File: src/rtl/uart_pkg.sv
// Shared constants for the UART transmit scheduler and its serializer.
// Latency: n/a (constants only).
// Backpressure: n/a.
package uart_pkg;

    // Scheduler state encoding
    localparam logic [2:0] ARB       = 3'd0;
    localparam logic [2:0] LAUNCH    = 3'd1;
    localparam logic [2:0] WAIT_DONE = 3'd2;
    localparam logic [2:0] WAIT_IDLE = 3'd3;
    localparam logic [2:0] GAP       = 3'd4;

    // Bits per frame on the line: start + 8 data + stop
    localparam int FRAME_BITS = 10;

endpackage

File: src/rtl/rr_pick.sv
// Circular priority search: first set bit of req strictly after last, wrapping.
// Latency: purely combinational.
// Backpressure: none.
module rr_pick #(
    parameter int N_REQ = 4,
    parameter int ID_W  = 2
) (
    input  logic [N_REQ-1:0] req,
    input  logic [ID_W-1:0]  last,
    output logic             found,
    output logic [ID_W-1:0]  idx
);

    int              sum;
    logic [ID_W-1:0] cand;

    // Walk offsets from farthest to nearest so the nearest pending requester wins
    always_comb begin
        found = 1'b0;
        idx   = '0;
        sum   = 0;
        cand  = '0;
        for (int k = N_REQ; k >= 1; k--) begin
            sum = int'(last) + k;
            if (sum >= N_REQ) begin
                sum = sum - N_REQ;
            end
            cand = ID_W'(sum);
            if (req[cand]) begin
                found = 1'b1;
                idx   = cand;
            end
        end
    end

endmodule

File: src/rtl/uart_tx_sched.sv
// Round-robin scheduler sharing one uart_tx among N_REQ byte producers, with per-owner lock.
// Latency: req_valid seen in ARB cycle t -> tx_enable/req_ready pulse in t+1; one frame in flight.
// Backpressure: requesters hold req_valid/req_data until req_ready; no capture unless serializer idle.
module uart_tx_sched
    import uart_pkg::*;
#(
    parameter int N_REQ      = 4,
    parameter int GAP_CYCLES = 0,
    parameter int ID_W       = 2
) (
    input  logic               clock,
    input  logic               reset,
    input  logic [N_REQ-1:0]   req_valid,
    input  logic [N_REQ-1:0]   req_lock,
    input  logic [8*N_REQ-1:0] req_data,
    output logic [N_REQ-1:0]   req_ready,
    output logic [7:0]         tx_readdata,
    output logic               tx_enable,
    input  logic               tx_active,
    input  logic               tx_done,
    output logic [N_REQ-1:0]   grant,
    output logic [ID_W-1:0]    owner_id,
    output logic               busy,
    output logic               byte_sent
);

    localparam logic [15:0]     GAP_LAST  = 16'((GAP_CYCLES > 0) ? (GAP_CYCLES - 1) : 0);
    localparam logic [ID_W-1:0] LAST_INIT = ID_W'(N_REQ - 1);

    logic [2:0]      state;
    logic [ID_W-1:0] last;
    logic            locked;
    logic [15:0]     gap_cnt;

    logic            pick_found;
    logic [ID_W-1:0] pick_idx;
    logic            win_found;
    logic [ID_W-1:0] win_idx;
    logic            lock_drop;
    logic            tx_idle;
    logic [7:0]      req_byte [N_REQ];

    function automatic logic [N_REQ-1:0] onehot(input logic [ID_W-1:0] i);
        logic [N_REQ-1:0] v;
        v    = '0;
        v[i] = 1'b1;
        return v;
    endfunction

    for (genvar g = 0; g < N_REQ; g++) begin : g_byte
        assign req_byte[g] = req_data[8*g +: 8];
    end

    rr_pick #(
        .N_REQ (N_REQ),
        .ID_W  (ID_W)
    ) u_pick (
        .req   (req_valid),
        .last  (last),
        .found (pick_found),
        .idx   (pick_idx)
    );

    assign busy = (state != ARB);

    // Winner selection: a locked owner is the only eligible requester
    always_comb begin
        tx_idle   = !tx_active && !tx_done;
        lock_drop = locked && !req_valid[owner_id] && !req_lock[owner_id];
        if (locked) begin
            win_found = req_valid[owner_id];
            win_idx   = owner_id;
        end else begin
            win_found = pick_found;
            win_idx   = pick_idx;
        end
    end

    // Scheduler FSM with capture registers and one-cycle pulse outputs
    always_ff @(posedge clock or posedge reset) begin
        if (reset) begin
            state       <= ARB;
            last        <= LAST_INIT;
            locked      <= 1'b0;
            gap_cnt     <= '0;
            req_ready   <= '0;
            tx_readdata <= '0;
            tx_enable   <= 1'b0;
            grant       <= '0;
            owner_id    <= '0;
            byte_sent   <= 1'b0;
        end else begin
            tx_enable <= 1'b0;
            req_ready <= '0;
            byte_sent <= 1'b0;
            case (state)
                ARB: begin
                    if (win_found && tx_idle) begin
                        tx_readdata <= req_byte[win_idx];
                        tx_enable   <= 1'b1;
                        req_ready   <= onehot(win_idx);
                        grant       <= onehot(win_idx);
                        owner_id    <= win_idx;
                        last        <= win_idx;
                        locked      <= req_lock[win_idx];
                        state       <= LAUNCH;
                    end else begin
                        if (lock_drop) begin
                            locked <= 1'b0;
                        end
                        grant <= (locked && !lock_drop) ? onehot(owner_id) : '0;
                    end
                end
                LAUNCH: begin
                    state <= WAIT_DONE;
                end
                WAIT_DONE: begin
                    if (tx_done) begin
                        state <= WAIT_IDLE;
                    end
                end
                WAIT_IDLE: begin
                    if (!tx_done && !tx_active) begin
                        byte_sent <= 1'b1;
                        if (!locked) begin
                            grant <= '0;
                        end
                        gap_cnt <= '0;
                        state   <= (GAP_CYCLES > 0) ? GAP : ARB;
                    end
                end
                GAP: begin
                    if (gap_cnt == GAP_LAST) begin
                        state <= ARB;
                    end else begin
                        gap_cnt <= gap_cnt + 16'd1;
                    end
                end
                default: begin
                    state <= ARB;
                end
            endcase
        end
    end

endmodule

File: config.mk
export PLATFORM = sky130hd
export DESIGN_NAME = uart_tx_sched
export DESIGN_NICKNAME = d
export VERILOG_FILES = /design/src/rtl/uart_pkg.sv /design/src/rtl/rr_pick.sv /design/src/rtl/uart_tx_sched.sv
export SDC_FILE = /design/constraint.sdc
export NUM_CORES = 1
export LEC_CHECK = 0
export CORE_ASPECT_RATIO = 0.75
export CORE_MARGIN = 1.5
export CORE_UTILIZATION = 35
export DETAILED_ROUTE_END_ITERATION = 7
export PLACE_DENSITY = 0.68
export SYNTH_ARGS = -nofsm -noshare
export SYNTH_HDL_FRONTEND = slang
export SYNTH_HIERARCHICAL = 1
export SYNTH_SLANG_ARGS = --single-unit
File: constraint.sdc
create_clock -name clock -period 3.9 [get_ports clock]
set_input_delay 1.17 -clock clock [delete_from_list [all_inputs] [get_ports clock]]
set_output_delay 1.17 -clock clock [all_outputs]
set_load 0.005 [all_outputs]
# After elaboration in Yosys (flattened, before gate mapping)
# Index checks and enable logic that the tools add are counted.
[word_totals]
regBits = 42
latchBits = 0
ramBits = 0
rom_bits = 0
input_bits = 44
mem_count = 0
[op_classes]
addsub = 9
mul = 0
div_mod_pow = 0
n_lt_le_gt_ge = 13
n_eq_ne = 10
shifts = 0
n_mux = 56
bitwise_logic = 1
reduce_logical = 23
[ops]
columns = ["op", "count"]
rows = [
  ["$mux 16", 2],
  ["$pmux 16 s2", 1],
  ["$mux 4", 6],
  ["$mux 1", 20],
  ["$lt 2x3->1 const B", 6],
  ["$mux 2", 9],
  ["$add 16x1->16 const B", 1],
  ["$bmux 8 s2", 1],
  ["$logic_not 16->1", 1],
  ["$mux 8", 2],
  ["$pmux 3 s5", 1],
  ["$bmux 1 s2", 7],
  ["$ge 3x3->1 const B", 4],
  ["$mux 3", 4],
  ["$ne 2x2->1 const B", 6],
  ["$pmux 4 s2", 1],
  ["$sub 2x1->2 const B", 4],
  ["$logic_and 1x1->1", 7],
  ["$add 2x2->3 const B", 2],
  ["$eq 3x2->1 const B", 2],
  ["$reduce_and 3->1", 2],
  ["$reduce_bool 2->1", 3],
  ["$logic_not 1->1", 5],
  ["$add 2x3->4 const B", 1],
  ["other kinds (11)", 14],
]

# Depth between registers and ports, before layout
# Gate-level depths: netlist of the first run.
[depth]
ltp_word = 16
ltp_mapped = 8
mapped_depth_nobuf = 7

# Cells and area by module
# Netlist of the first run, hierarchy kept.
[by_module_without_submodules]
columns = ["module", "n_inst", "cells_each", "area_each_um2", "seq_area_each_um2"]
rows = [
  ["uart_tx_sched", 1, 117, 1475.2, 628.1],
  ["rr_pick", 1, 14, 91.3, 0.0],
]

# Worst setup path before layout of the first run
# Ideal clock, no wire load.
[synth_path]
path_type = "input to register"
start = "input port req_valid[2]"
end = "register tx_readdata[1]"
setup_ns = 0.125
arrival_time_ns = 2.690
required_ns = 3.775
path_slack_ns = 1.085
stages = 7
n_path_buf = 1
cell_sequence = "and2b_1 -> a21oi_2 -> o221ai_2 -> mux2_4 -> buf_6 -> mux4_2 -> mux2_2"
[synth_via]
elab_chain_cells = 11
elab_cells_between_ends = 26
cone_classes = "mux: 23; bitwise: 1; reduce/logical: 2"
[synth_rtl]
columns = ["item", "line", "text"]
rows = [
  ["start: declaration", "uart_tx_sched.sv:13", "input logic [N_REQ-1:0] req_valid,"],
  ["$bmux 1 s2", "rr_pick.sv:29", "if (req[cand]) begin"],
  ["$mux 1 (implied by the code)", "rr_pick.sv:29", ""],
  ["$mux 2 (3 in a row)", "rr_pick.sv:29", ""],
  ["$mux 2 (*)", "rr_pick.sv:29", ""],
  ["net pick_idx[0]", "uart_tx_sched.sv:36", "logic [ID_W-1:0] pick_idx;"],
  ["$mux 2 (*)", "uart_tx_sched.sv:70", "if (locked) begin"],
  ["$not 2->3 (implied by the code) (*)", "uart_tx_sched.sv:99", "tx_readdata <= req_byte[win_idx];"],
  ["$bmux 8 s2 (*)", "uart_tx_sched.sv:99", ""],
  ["$mux 8 (implied by the code) (*) (2 in a row)", "uart_tx_sched.sv:99", ""],
  ["end signal: assignment", "uart_tx_sched.sv:99", ""],
  ["end: declaration", "uart_tx_sched.sv:17", "output logic [7:0] tx_readdata,"],
]
# Mark *: on every way through the listed nets, which the timed path passes. The rest lies on a longest branch. The select of a mux whose other input is x is not followed.
# A chain may end at the register's enable or synchronous reset.

# Final worst setup path of the first run
[layout_path]
start = "input port req_valid[3]"
end = "register tx_readdata[5]"
# The elaborated chain is that of the path after synthesis.

==> metrics.md, run 1 <==
| Metric | Value |
|---|---|
| Outcome | `finished, final reports clean` |
| Layout area overhead | `47.2%` |
| Die width | `roughly 80 um` |
| Final Max Tran Viols | `0` |
| Clock Latency Late Sink | `0.26 ns` |
| Most common cell after layout, fill and taps aside | `clkdlybuf4s50_1` |
| Path category of the worst min-delay check | `reg -> reg` |
| Max Cap Viol | `0` |
| # placed instances | `248` |
| Slowest CP cell | `mux4_1` |
| Final Net Count | `~250` |
| Crit path buf inv count | `1` |
| Post-synth EDFFs | `0` |
| TritonCTS clock tree | `done` |
| Min Tclk post-route | `roughly 3.2 ns` |
| Avg Inst Size Synth | `12.0 sq um` |
| Largest net degree at the start of global routing | `26` |
| Register area share after synthesis | `40.1%` |
| Leakage Power | `roughly 0.95 nW` |
| Max VDD drop | `0.268 mV` |
| Tightest Pin Transition | `0.941 ns` |
| Residual DRC | `0` |
| YS warnings | `6` |
| Pwr/cell area | `627 nW/um^2` |
| First-pass GRT wire length | `approximately 6200 um` |
| CTS Buf Count | `3` |
| Cells after synthesis | `approximately 130` |
| GRT Overall Usage | `around 16%` |
| Fmax | `0.310 GHz` |
| CTS sink count | `25` |
| Core footprint | `4180 sq um` |
| Vias in the first global route | `1303` |
| Setup violators final | `0` |
| Async set or reset register ratio after synthesis | `100%` |
| Post-DR wirelength/cell | `15.4 um` |
| Grt total ovfl | `0` |
| Synthesized area | `1570 sq um` |
| CTS H-tree depth | `1` |
| TNS Setup | `0 ns` |
| CTS root buf | `clkbuf_8` |
| Largest delay share family, worst path | `multiplexers` |
| CP endpoint kind | `register` |
| Critical path origin | `req_valid[3]` |
| Row cnt | `20` |
| Iteration count of the initial detailed-routing pass | `4` |
| Clock slew at reported path FFs | `0.09 ns` |
| Crit Path Category | `in -> reg` |
| Critical path arrival | `3.38 ns` |
| Starting Density | `about 37%` |
| Distinct cell type count after synthesis | `43` |
| Placer Congestion | `0.858` |
| Worst flop-to-flop path startpoint | `last[1]` |
| RSZ-0062 raised after global routing | `false` |
| Crit path cell chain | `clkdlybuf4s50_1 -> and2b_1 -> a21oi_2 -> o221ai_2 -> mux2_4 -> mux4_1 -> mux2_2` |
| Die ar. | `4890 sq um` |
| Final wirelength | `3870 um` |
| Postcts setup bufs | `0` |
| Initial antenna violation count | `0` |
| Layout Utilization | `55.2%` |
| Post-Syn Nets | `178` |
| I/O Pins | `between 60 and 70` |
| Setup crit start kind | `primary input` |
| Critical Path Max Stage Delay | `0.58 ns` |
| Starting DRT DRC Count | `79` |
| #FFs+latches synth | `25` |
| Final Hold Fails | `0` |
| ANT nets after route | `0` |
| Tcrit/Tclk final | `between 80% and 90%` |
| Max-slew headroom | `a little under two fifths` |
| Post-CTS sizing | `0` |
| Max clock buf depth | `2` |
| Predominant post-synthesis flop cell | `dfrtp_1` |
| Crit-path max FO | `14` |
| Cts hold-fix bufs | `0` |
| Number of cells in the finished layout apart from fillers | `252` |
| # diodes | `0` |
| Power after layout | `1.45 mW` |
| Port Buf Inserts | `64` |
| Hold_sp | `grant[1]` |
| DIE HEIGHT | `60.9 um` |
| Worst Path Required | `4.05 ns` |
| Via density | `5.25` |
| Layout Skew | `0.00285 ns` |
| Vias after detailed routing | `1323` |
| Share of cells above drive strength 1 | `17.8%` |
| DP HPWL | `3040 um` |
| Most frequent cells in the layout | `clkdlybuf4s50_1, dfrtp_1, mux2_2` |
==> power by group <==
part | total [mW] | switching [mW] | leakage (nW) | internal, mW
combinational | 0.834 | 0.341 | 0.610 | 0.494
clock | 0.151 | 0.0780 | 0.0228 | 0.0728
sequential | 0.460 | 0.0925 | 0.315 | 0.368
total | 1.45 | 0.511 | 0.948 | 0.934
==> area by class of cell <==
| cell class | count | area [sq um] |
|---|---|---|
| inverters | 8 | 30.0 |
| well taps | 55 | 68.8 |
| clock buffers | 4 | 45.0 |
| multi-input cells | 92 | 863 |
| flip-flops and latches | 25 | 628 |
| repair buffers | 68 | 671 |
| fillers | 342 | 1870 |
==> per-stage QoR <==
step           hold slack, ns  setup WS (ns)  cell area [sq um]
6_report                0.508          0.677               2310
5_1_grt                 0.528          0.561               2310
4_1_cts                 0.514          0.672               2310
3_5_place_dp            0.494          0.376               2260
3_3_place_gp            0.483          0.519               2260
2_1_floorplan           0.473           1.09               1570
==> layer usage <==
metal / wire length [um] / global-route usage, % / vias up / share of wire (%)
met3: 313 / 3.16 / 2 / 8.1
met5: 0 / 0 / - / 0
met2: 1770 / 26.9 / 55 / 46
met1: 1760 / 22.7 / 640 / 46
li1: - / - / 626 / -
met4: 27 / 4.68 / 0 / 0.70
==> cell usage after synthesis (2+ instances only) <==
cell type	n	area share, %
nor2b_1	2	0.80
mux4_2	7	10
inv_1	8	1.9
ha_1	3	2.4
nand2_1	5	1.2
a21boi_0	2	0.96
buf_2	3	0.96
dfrtp_1	23	37
or2_2	2	0.80
a22oi_1	2	0.96
nor2_1	5	1.2
mux4_1	3	5.0
a21oi_1	6	1.9
a32oi_1	3	1.7
o31ai_1	2	0.96
buf_6	2	1.4
nor3_1	3	0.96
mux2i_1	4	2.6
nand2b_1	6	2.4
dfstp_2	2	3.4
mux2_2	13	9.3
o21ai_0	4	1.3
==> state kept, by name (all words and copies together) (netlist names) <==
name,flops
owner_id,2
tx_enable,1
tx_readdata,8
grant,4
byte_sent,1
state,2
last,2
req_ready,4
locked,1
==> cells by family after synthesis <==
group | synth area share [%]
buffers and inverters | 4.79
AOI/OAI and AO/OA | 12.4
muxes | 28.7
adders and majority gates | 2.40
DFF | 40.1
and+or+nand+nor | 11.7
==> final timing paths <==
path,to,cells past startpoint,slack (ns)
setup reg to reg,tx_readdata[5],6,1.56
hold / removal,grant[1],2,0.51
min in group asynchronous,tx_enable,2,1.42
setup / recovery,tx_readdata[5],7,0.68
max in group asynchronous,req_ready[3],2,1.91
hold reg to reg,grant[1],2,0.51
==> tightest hold or removal path, cell delays in order, from the launching register on <==
cell     delay [ns]
dfrtp_1        0.36
nand2_1        0.05
o21ai_0        0.07
Note: power is estimated with default switching activity, not from simulation.
==> inputs of run 2 (changes only) <==
clock period = 3.3 ns   (was 3.9 ns; I/O delays follow)
==> run 2 against run 1 <==
First-iteration DRC count is 14% lower. Sequential power grew 19%. Worst setup slack worse by 0.40 ns. Critical endpoint unchanged. Largest power group unchanged. Non-clock buffer count rose by 1.
==> metrics.md, run 2 (synthesis gave the netlist of run 1 again) <==
| Metric | Value |
|---|---|
| Finished Cell Area | `2310 sq um (about the same)` |
| Critical path origin | `req_valid[3] (unchanged)` |
| Path category of the worst min-delay check | `reg -> reg (unchanged)` |
| Pint | `1.10 mW (was 0.934 mW)` |
| Clock Latency Late Sink | `0.27 ns (was 0.26 ns)` |
| CTS root buf | `clkbuf_8 (unchanged)` |
| CP endpoint kind | `register (unchanged)` |
| Final Net Count | `246 (was 245)` |
| GRT Overall Usage | `17.0% (was 16.5%)` |
| Switch share | `35.6% (was 35.4%)` |
| Post-CTS sizing | `0 (unchanged)` |
| Starting DRT DRC Count | `68 (was 79)` |
| Psw | `0.611 mW (was 0.511 mW)` |
| Cts hold-fix bufs | `0 (unchanged)` |
| DP HPWL | `3080 um (was 3040 um)` |
| Fmax | `0.331 GHz` |
| Layout area overhead | `47.7% (was 47.2%)` |
| Port Buf Inserts | `64 (unchanged)` |
| Core footprint | `4180 sq um (unchanged)` |
| Clock slew at reported path FFs | `0.09 ns (about the same)` |
| Starting Density | `37.5% (unchanged)` |
| Most common cell after layout, fill and taps aside | `clkdlybuf4s50_1 (unchanged)` |
| TritonCTS clock tree | `done (unchanged)` |
| Residual DRC | `0 (unchanged)` |
| Post-DR wirelength/cell | `15.5 um (was 15.4 um)` |
| Setup violators final | `0 (unchanged)` |
| CTS Buf Count | `3 (unchanged)` |
| Comb power frac | `57.5% (was 57.7%)` |
| CTS sink count | `25 (unchanged)` |
| Via density | `5.30 (was 5.25)` |
| Tcrit/Tclk final | `91.6%` |
| # placed instances | `249 (was 248)` |
| Hold_sp | `grant[1] (unchanged)` |
| Vias in the first global route | `1296 (was 1303)` |
| Final Max Tran Viols | `0 (unchanged)` |
| Max Cap Viol | `0 (unchanged)` |
| Die ar. | `4890 sq um (unchanged)` |
| Vias after detailed routing | `1341 (was 1323)` |
| Postcts setup bufs | `0 (unchanged)` |
| Tightest Pin Transition | `0.449 ns (was 0.941 ns)` |
| Critical path arrival | `3.18 ns (was 3.38 ns)` |
| GRT busiest layer | `met2 (unchanged)` |
| Pre-CTS setup slack | `-0.00155 ns (was 0.376 ns)` |
| Layout Skew | `0.00300 ns (was 0.00285 ns)` |
| Number of cells in the finished layout apart from fillers | `253 (was 252)` |
| Max-slew headroom | `69.8% (was 37.2%)` |
| First-pass GRT wire length | `6300 um (was 6160 um)` |
| Final Hold Fails | `0 (unchanged)` |
| Final worst setup slack | `0.278 ns (was 0.677 ns)` |
| Fin Hold WS | `0.496 ns (was 0.508 ns)` |
| Worst Path Required | `3.46 ns (was 4.05 ns)` |
| Max VDD drop | `0.267 mV (was 0.268 mV)` |
| Pwr/cell area | `742 nW/um^2 (was 627 nW/um^2)` |
| Share of cells above drive strength 1 | `18.2% (was 17.8%)` |
| Crit-path max FO | `14 (unchanged)` |
| Die width | `80.3 um (unchanged)` |
| Grt total ovfl | `0 (unchanged)` |
| Sequential fraction of design power | `31.8% (about the same)` |
| Cell Area, Placed | `2270 sq um (was 2260 sq um)` |
| Largest register FFs | `8 (unchanged)` |
| Layout Utilization | `55.4% (was 55.2%)` |
| Initial antenna violation count | `0 (unchanged)` |
| Most frequent cells in the layout | `clkdlybuf4s50_1, dfrtp_1, mux2_2 (unchanged)` |
| Routing usage on met3 | `3.46% (was 3.16%)` |
| DIE HEIGHT | `60.9 um (unchanged)` |
| Grt met1 use | `23.8% (was 22.7%)` |
| Leakage Power | `0.953 nW (was 0.948 nW)` |
| Row cnt | `20 (unchanged)` |
| Placer Congestion | `0.866 (was 0.858)` |
| Min Tclk post-route | `3.02 ns` |
| Iteration count of the initial detailed-routing pass | `4 (unchanged)` |
| # diodes | `0 (unchanged)` |
| Setup crit start kind | `primary input (unchanged)` |
| RSZ-0062 raised after global routing | `false (unchanged)` |
| Worst flop-to-flop path startpoint | `last[1] (unchanged)` |
| TNS Setup | `0 ns (unchanged)` |
| Share of power burned in the clock network | `10.7% (was 10.4%)` |
| GR Layer Usage met2 | `27.0% (was 26.9%)` |
| Final wirelength | `3920 um (was 3870 um)` |
| CTS H-tree depth | `1 (unchanged)` |
| Biggest registers after layout | `tx_readdata: 8 flops, grant: 4 flops, req_ready: 4 flops (unchanged)` |
| Largest net degree at the start of global routing | `26 (unchanged)` |
| I/O Pins | `65 (unchanged)` |
| Power after layout | `1.72 mW (was 1.45 mW)` |
| Largest register by flop count | `tx_readdata (unchanged)` |
| Outcome | `finished, final reports clean (unchanged)` |
| ANT nets after route | `0 (unchanged)` |
| Crit Path Category | `in -> reg (unchanged)` |
| Max clock buf depth | `2 (unchanged)` |
## run 2: cell types whose count changed in the layout (fill, tap and decap cells not counted), sizes merged
cell / delta
buf: +1
## run 2: per-layer routing
metal	vias to the layer above	wire length, um
met2	54	1790
li1	632	-
met1	651	1800
met5	-	0
met4	0	38
met3	4	294
## run 2: power groups by stage
stage	Combinational, mW	Clock (mW)	Sequential [mW]
after floorplan	0.661	0	0.514
after global placement	0.968	0	0.545
final	0.987	0.184	0.546
after detailed placement	0.990	0	0.554
after CTS	0.994	0.189	0.548
after global routing	1.08	0.199	0.566
## run 2: worst max-delay path, stage by stage
cell             delay [ns]
clkdlybuf4s50_1        0.53
and2b_1                0.18
a21oi_2                0.05
o221ai_2               0.23
mux2_4                 0.35
mux4_1                 0.58
mux2_2                 0.27
## run 2: cell type report
class	instances	area [sq um]
Fill cell	374	1870
Multi-Input combinational cell	92	863
Timing Repair Buffer	69	678
Sequential cell	25	628
Tap cell	55	68.8
Clock buffer	4	45.0
Inverter	8	30.0
## run 2: final timing paths
path,end,slack [ns],cells after the start
max,tx_readdata[5],0.28,7
min,grant[1],0.50,2
max reg2reg,tx_readdata[5],0.97,6
min reg2reg,grant[1],0.50,2
max in group asynchronous,last[0],1.94,3
min in group asynchronous,grant[3],1.06,3
